<file path="src/rtl/adder_tree_pkg.sv">
// adder_tree_pkg: shared defaults, frame/count types and fill-state encoding for the adder tree frame packer
package adder_tree_pkg;
  localparam int DEF_DATA_W = 3;
  localparam int DEF_DATA_N = 9;
  localparam int DEF_TREE_LAT = 4;
  localparam int CNT_W = $clog2(DEF_DATA_N + 1);
  typedef logic [0:DEF_DATA_N-1][DEF_DATA_W-1:0] frame_t;
  typedef logic [CNT_W-1:0] count_t;
  typedef enum logic {FILL, HOLD} fill_state_e;
endpackage

</file>
<file path="src/rtl/adder_tree_frame_packer_if.sv">
// adder_tree_frame_packer_if: sample input stream and packed frame output stream
interface adder_tree_frame_packer_if
  import adder_tree_pkg::*;
#(
  parameter int DATA_W = DEF_DATA_W,
  parameter int DATA_N = DEF_DATA_N
);
  localparam int CW = $clog2(DATA_N + 1);
  logic s_valid;
  logic s_ready;
  logic s_last;
  logic [DATA_W-1:0] s_data;
  logic m_valid;
  logic m_ready;
  logic [0:DATA_N-1][DATA_W-1:0] m_data;
  logic [CW-1:0] m_count;
  modport master (
    output s_valid, s_data, s_last, m_ready,
    input  s_ready, m_valid, m_data, m_count
  );
  modport slave (
    input  s_valid, s_data, s_last, m_ready,
    output s_ready, m_valid, m_data, m_count
  );
endinterface

</file>
<file path="src/rtl/adder_tree_vdelay.sv">
// adder_tree_vdelay: fixed-depth shift register tracking launched frames through the tree pipeline
module adder_tree_vdelay #(
  parameter int LAT = 4,
  parameter int CNT_W = 4
) (
  input  logic             clk,
  input  logic             rst_n,
  input  logic             i_valid,
  input  logic [CNT_W-1:0] i_count,
  output logic             o_valid,
  output logic [CNT_W-1:0] o_count
);
  logic [LAT-1:0] r_v;
  logic [LAT-1:0][CNT_W-1:0] r_c;
  always_ff @(posedge clk or negedge rst_n) begin
    if (!rst_n) begin
      r_v <= '0;
      r_c <= '0;
    end else begin
      r_v[0] <= i_valid;
      r_c[0] <= i_valid ? i_count : '0;
      for (int k = 1; k < LAT; k++) begin
        r_v[k] <= r_v[k-1];
        r_c[k] <= r_c[k-1];
      end
    end
  end
  assign o_valid = r_v[LAT-1];
  assign o_count = r_c[LAT-1];
endmodule

</file>
<file path="src/rtl/adder_tree_frame_packer.sv">
// adder_tree_frame_packer: packs serial samples into zero-padded frames for the CSA adder tree,
// double-buffered so the next frame fills while the current one waits for launch
module adder_tree_frame_packer
  import adder_tree_pkg::*;
#(
  parameter int DATA_W = DEF_DATA_W,
  parameter int DATA_N = DEF_DATA_N,
  parameter int TREE_LAT = DEF_TREE_LAT,
  localparam int CNT_W = $clog2(DATA_N + 1)
) (
  input  logic             clk,
  input  logic             rst_n,
  adder_tree_frame_packer_if.slave bus,
  output logic             o_tree_valid,
  output logic [CNT_W-1:0] o_tree_count
);
  fill_state_e r_state;
  logic [CNT_W-1:0] r_idx;
  logic [CNT_W-1:0] r_hold_count;
  logic [CNT_W-1:0] r_m_count;
  logic [0:DATA_N-1][DATA_W-1:0] r_fill;
  logic [0:DATA_N-1][DATA_W-1:0] r_m_data;
  logic [0:DATA_N-1][DATA_W-1:0] w_frame;
  logic r_s_ready;
  logic r_m_valid;
  logic w_acc;
  logic w_done;
  logic w_launch;
  logic w_out_free;
  logic [CNT_W-1:0] w_count;
  assign w_acc = bus.s_valid && r_s_ready;
  assign w_done = w_acc && (bus.s_last || r_idx == CNT_W'(DATA_N - 1));
  assign w_launch = r_m_valid && bus.m_ready;
  assign w_out_free = !r_m_valid || bus.m_ready;
  assign w_count = r_idx + 1'b1;
  // Completed frame: earlier words from the buffer, the closing sample, then zero padding
  always_comb begin
    w_frame = '0;
    for (int k = 0; k < DATA_N; k++)
      w_frame[k] = CNT_W'(k) < r_idx ? r_fill[k] : CNT_W'(k) == r_idx ? bus.s_data : '0;
  end
  always_ff @(posedge clk or negedge rst_n) begin
    if (!rst_n) begin
      r_state <= FILL;
      r_idx <= '0;
      r_hold_count <= '0;
      r_m_count <= '0;
      r_fill <= '0;
      r_m_data <= '0;
      r_s_ready <= 1'b0;
      r_m_valid <= 1'b0;
    end else begin
      if (w_launch) r_m_valid <= 1'b0;
      if (r_state == FILL) begin
        r_s_ready <= 1'b1;
        if (w_done && w_out_free) begin
          r_m_data <= w_frame;
          r_m_count <= w_count;
          r_m_valid <= 1'b1;
          r_idx <= '0;
        end else if (w_done) begin
          r_fill <= w_frame;
          r_hold_count <= w_count;
          r_idx <= '0;
          r_state <= HOLD;
          r_s_ready <= 1'b0;
        end else if (w_acc) begin
          r_fill[r_idx] <= bus.s_data;
          r_idx <= w_count;
        end
      end else if (w_launch) begin
        r_m_data <= r_fill;
        r_m_count <= r_hold_count;
        r_m_valid <= 1'b1;
        r_state <= FILL;
        r_s_ready <= 1'b1;
      end
    end
  end
  assign bus.s_ready = r_s_ready;
  assign bus.m_valid = r_m_valid;
  assign bus.m_data = r_m_data;
  assign bus.m_count = r_m_count;
  adder_tree_vdelay #(.LAT(TREE_LAT), .CNT_W(CNT_W)) u_vdelay (
    .clk(clk),
    .rst_n(rst_n),
    .i_valid(w_launch),
    .i_count(r_m_count),
    .o_valid(o_tree_valid),
    .o_count(o_tree_count)
  );
endmodule
</file>
<file path="src/flat_wrapper.sv">
// flat-port wrapper written by rule: the top's interface ports become plain ports
module adder_tree_frame_packer_flat import adder_tree_pkg::*;
#(
  parameter int DATA_W = DEF_DATA_W,
  parameter int DATA_N = DEF_DATA_N,
  parameter int TREE_LAT = DEF_TREE_LAT,
  localparam int CNT_W = $clog2(DATA_N + 1)
)
  (clk, rst_n, o_tree_valid, o_tree_count, bus_s_valid, bus_s_data, bus_s_last, bus_m_ready, bus_s_ready, bus_m_valid, bus_m_data, bus_m_count);
  adder_tree_frame_packer_if #(.DATA_W(DATA_W), .DATA_N(DATA_N)) bus_i ();
  input  logic clk;
  input  logic rst_n;
  output logic o_tree_valid;
  output logic [CNT_W-1:0] o_tree_count;
  input wire logic [$bits(bus_i.s_valid)-1:0] bus_s_valid;
  input wire logic [$bits(bus_i.s_data)-1:0] bus_s_data;
  input wire logic [$bits(bus_i.s_last)-1:0] bus_s_last;
  input wire logic [$bits(bus_i.m_ready)-1:0] bus_m_ready;
  output wire logic [$bits(bus_i.s_ready)-1:0] bus_s_ready;
  output wire logic [$bits(bus_i.m_valid)-1:0] bus_m_valid;
  output wire logic [$bits(bus_i.m_data)-1:0] bus_m_data;
  output wire logic [$bits(bus_i.m_count)-1:0] bus_m_count;
  assign bus_i.s_valid = bus_s_valid;
  assign bus_i.s_data = bus_s_data;
  assign bus_i.s_last = bus_s_last;
  assign bus_i.m_ready = bus_m_ready;
  assign bus_s_ready = bus_i.s_ready;
  assign bus_m_valid = bus_i.m_valid;
  assign bus_m_data = bus_i.m_data;
  assign bus_m_count = bus_i.m_count;
  adder_tree_frame_packer #(.DATA_W(DATA_W), .DATA_N(DATA_N), .TREE_LAT(TREE_LAT)) u_core (.clk(clk), .rst_n(rst_n), .bus(bus_i), .o_tree_valid(o_tree_valid), .o_tree_count(o_tree_count));
endmodule
</file>
<file path="config.mk">
export PLATFORM = sky130hd
export DESIGN_NAME = adder_tree_frame_packer_flat
export DESIGN_NICKNAME = d
export VERILOG_FILES = /design/src/rtl/adder_tree_pkg.sv /design/src/rtl/adder_tree_frame_packer_if.sv /design/src/rtl/adder_tree_vdelay.sv /design/src/rtl/adder_tree_frame_packer.sv /design/src/flat_wrapper.sv
export SDC_FILE = /design/constraint.sdc
export NUM_CORES = 1
export LEC_CHECK = 0
export ABC_AREA = 1
export CAP_MARGIN = 20
export CORE_UTILIZATION = 40
export CTS_CLUSTER_SIZE = 14
export DETAILED_ROUTE_END_ITERATION = 16
export HOLD_SLACK_MARGIN = 0.05
export PLACE_DENSITY_LB_ADDON = 0.25
export SYNTH_ARGS = -nofsm -noshare
export SYNTH_HDL_FRONTEND = slang
export SYNTH_HIERARCHICAL = 1
export SYNTH_SLANG_ARGS = --single-unit
</file>
<file path="constraint.sdc">
create_clock -name clk -period 1.77 [get_ports clk]
set_clock_uncertainty 0.15 [all_clocks]
set_input_delay 0.354 -clock clk [delete_from_list [all_inputs] [get_ports clk]]
set_output_delay 0.354 -clock clk [all_outputs]
set_load 0.02 [all_outputs]
</file>
==> results.sh <==
export IMPL_outcome="complete, but fails checks"
export IMPL_violations="setup timing"
export IMPL_relSlewSlack=0.681
export IMPL_rsz0062_at_grt="yes"
export IMPL_crit_type="reg2reg"
export IMPL_hp_class="reg2reg"
export IMPL_drv_slew=0
export IMPL_grt_overflow=0
export IMPL_finalCritPeriodShare=1.00
export IMPL_finalSetupTns_ns=-0.0146
export IMPL_cts_htree_levels=3
export IMPL_grt_util_all_layers=0.206
export IMPL_setup_violations=3
export IMPL_hold_worst_slack_ns=0.200
export IMPL_area_delta_synth_final_pct=29.0
export IMPL_placed_area_sq_um=5510
export IMPL_postSynthCellCount=634
export IMPL_route_detailed_drc=0
export IMPL_postSynth_asyncResetShare=1.00
export IMPL_fmax_ghz=0.563
export IMPL_netlist_top_cells_count="304 x nand2_1, 89 x dfrtp_1, 55 x nand3_1"
export IMPL_layout_drive_gt1_share=0.172
export IMPL_grt_max_degree=90
export IMPL_grt_pass1_wl_mm=19.1
export IMPL_layout_min_cycle_time_ns=1.78
export IMPL_required_ns=1.86
export IMPL_yosys_cell_types_count=27
export IMPL_worst_slack_ns=-0.00763
export IMPL_diodes=0
export IMPL_yosysWarnings=6
export IMPL_synth_edf_count=0
export IMPL_worstPathArrival_ns=1.86
export IMPL_cts_root_buf="clkbuf_16"
export IMPL_first_pass_iters=5
export IMPL_end_kind="flop"
export IMPL_cts_tree="done"
export IMPL_synth_top_area_cell="dfrtp_1"
export IMPL_peakVddDrop_mv=0.751
export IMPL_cts_sink_count=89
export IMPL_p_leak_nw=3.49
export IMPL_place_gp_congestion=0.854
export IMPL_layout_nets=722
export IMPL_initial_core_util=0.409
export IMPL_ys_flop_type="dfrtp_1"
export IMPL_row_count=39
export IMPL_route_vias_total=4350
export IMPL_hold_violations=0
export IMPL_port_buffers=45
export IMPL_worstMarginPinSlew_ns=0.478
export IMPL_ys_top_cells_by_area="dfrtp_1 48%, nand2_1 25%, nand3_1 5.9%, inv_1 3.6%, o21ai_0 2.9%"
export IMPL_synth_top_cell_area_share=0.478
export IMPL_postRouteAntennaNets=0
export IMPL_critPathMaxFanout=7
export IMPL_wirelength_mm=11.8
export IMPL_startpoint_type="flop"
export IMPL_core_area_sq_um=11400
export IMPL_yosys_cell_count_top_type="nand2_1"
export IMPL_maxCapViolCount=0
export IMPL_clk_pin_slew_ns=0.07
export IMPL_cts_buffers=9
export IMPL_die_area_sq_um=12100
export IMPL_syn_area_sq_um=4650
export IMPL_stdcell_area_sq_um=6000
export IMPL_antenna_found_initial=0
export IMPL_dpl_hpwl_mm=8.35
export IMPL_die_w_um=110
export IMPL_grt_pass1_vias=3934
export IMPL_ys_ff_latch=89
export IMPL_avgSynthCellArea_sq_um=7.34
export IMPL_clkLatencyLatePin_ns=0.35
export IMPL_drtIter0Drc=247
export IMPL_syn_num_nets=646
export IMPL_yosysSeqAreaShare=0.478
export IMPL_power_density_nw_per_um2=1450
export IMPL_cts_max_path_buffers=2
export IMPL_num_io_pins=46
export IMPL_utilization=0.528
export IMPL_die_height_um=110
export IMPL_post_drt_wl_per_cell_um=13.7
export IMPL_viasPerCell=5.07
-- kinds of logic (layout without fill, tap and decap cells) --
group / Yosys count / in the layout / synth area share
AOI/OAI and AO/OA: 45 / 45 / 0.0524
adders and majority gates: 4 / 4 / 0.0108
buffers and inverters: 83 / 163 / 0.0855
DFF: 89 / 89 / 0.478
and+or+nand+nor: 413 / 414 / 0.373
-- cells in the final DEF (no fill, tap or decap), types with 3 or more instances in the layout --
master	synthesis	routed
inv_2	5	7
o21ai_0	27	24
nor2_1	25	23
nand2_4	2	11
inv_4	0	5
o21ai_2	0	3
inv_8	0	3
buf_6	7	5
inv_1	45	38
nand3_2	1	3
nand3_1	55	52
nand4_1	12	12
dfrtp_1	89	89
dlygate4sd2_1	0	38
a31oi_1	4	4
buf_4	7	40
nand2_2	10	15
o22ai_1	3	3
clkbuf_16	0	9
nand2_1	304	289
o21ai_1	7	7
buf_12	0	6
clkdlybuf4s50_1	0	6
-- worst paths after layout --
kind	from	end	slack [ns]	cells after the start
max in group asynchronous	rst_n	u_core/r_state$_DFF_PN0_	0.67	3
min	u_core/u_vdelay/r_v[2]$_DFF_PN0_	u_core/u_vdelay/r_v[3]$_DFF_PN0_	0.20	0
min in group asynchronous	rst_n	u_core/u_vdelay/r_c[7]$_DFF_PN0_	0.44	3
min reg2reg	u_core/u_vdelay/r_v[2]$_DFF_PN0_	u_core/u_vdelay/r_v[3]$_DFF_PN0_	0.20	0
max	u_core/r_idx[0]$_DFFE_PN0P_	u_core/r_fill[15]$_DFFE_PN0P_	-0.008	9
max reg2reg	u_core/r_idx[0]$_DFFE_PN0P_	u_core/r_fill[15]$_DFFE_PN0P_	-0.008	9
-- critical path, cell delays in order (launching register included) --
cell     delay, ns
dfrtp_1       0.41
inv_2         0.12
ha_4          0.18
nand3_4       0.09
buf_6         0.16
nand3_4       0.14
nand2_8       0.13
buf_6         0.15
nand3_2       0.07
nand2_2       0.05
-- area by class of cell --
| cell class | instances | area, sq um |
|---|---|---|
| Timing Repair Buffer | 96 | 880 |
| Tap cell | 143 | 179 |
| Clock inverter | 7 | 73.8 |
| Sequential cell | 89 | 2230 |
| Fill cell | 1062 | 5370 |
| Clock buffer | 9 | 225 |
| Multi-Input combinational cell | 463 | 2210 |
| Inverter | 51 | 204 |
-- timing repair --
action                                  4_1_cts  5_1_grt
pin swaps                                     1       14
gates resized for setup                      46       50
setup buffers                                 2        2
hold endpoints to repair                     89        0
endpoints found under the setup margin       82       59
hold buffers                                  1        0
gates cloned                                  0        1
-- metal layers --
metal  global-route usage  wire length (um)  vias up
li1                     -                 -     2148
met1                0.278              5570     2080
met2                0.332              5580      111
met3               0.0326               460       11
met4               0.0743               170        0
met5                    0                 0        -
-- per-stage QoR --
step | setup slack, ns | std cells | power, W
after floorplan | 0.0368 | 634 | 0.00522
after global placement | -0.219 | 836 | 0.00666
after detailed placement | -0.301 | 836 | 0.00675
after CTS | -0.0163 | 855 | 0.00854
after global routing | -0.0861 | 858 | 0.00934
final | -0.00763 | 858 | 0.00871
-- registers in the layout (all words and copies together) (netlist names) --
signal	flops
u_core/u_vdelay/r_c	12
u_core/bus.s_ready	1
u_core/u_vdelay/r_v	4
u_core/r_idx	4
u_core/r_hold_count	4
u_core/bus.m_valid	1
u_core/r_state	1
u_core/bus.m_data	27
u_core/u_vdelay/o_count	4
u_core/bus.m_count	4
u_core/r_fill	27
-- power breakdown --
group	internal, W	switching, W
combinational	0.00146	0.00243
sequential	0.00258	0.000335
clock	0.000996	0.000896
(Power assumes the default switching activity.)
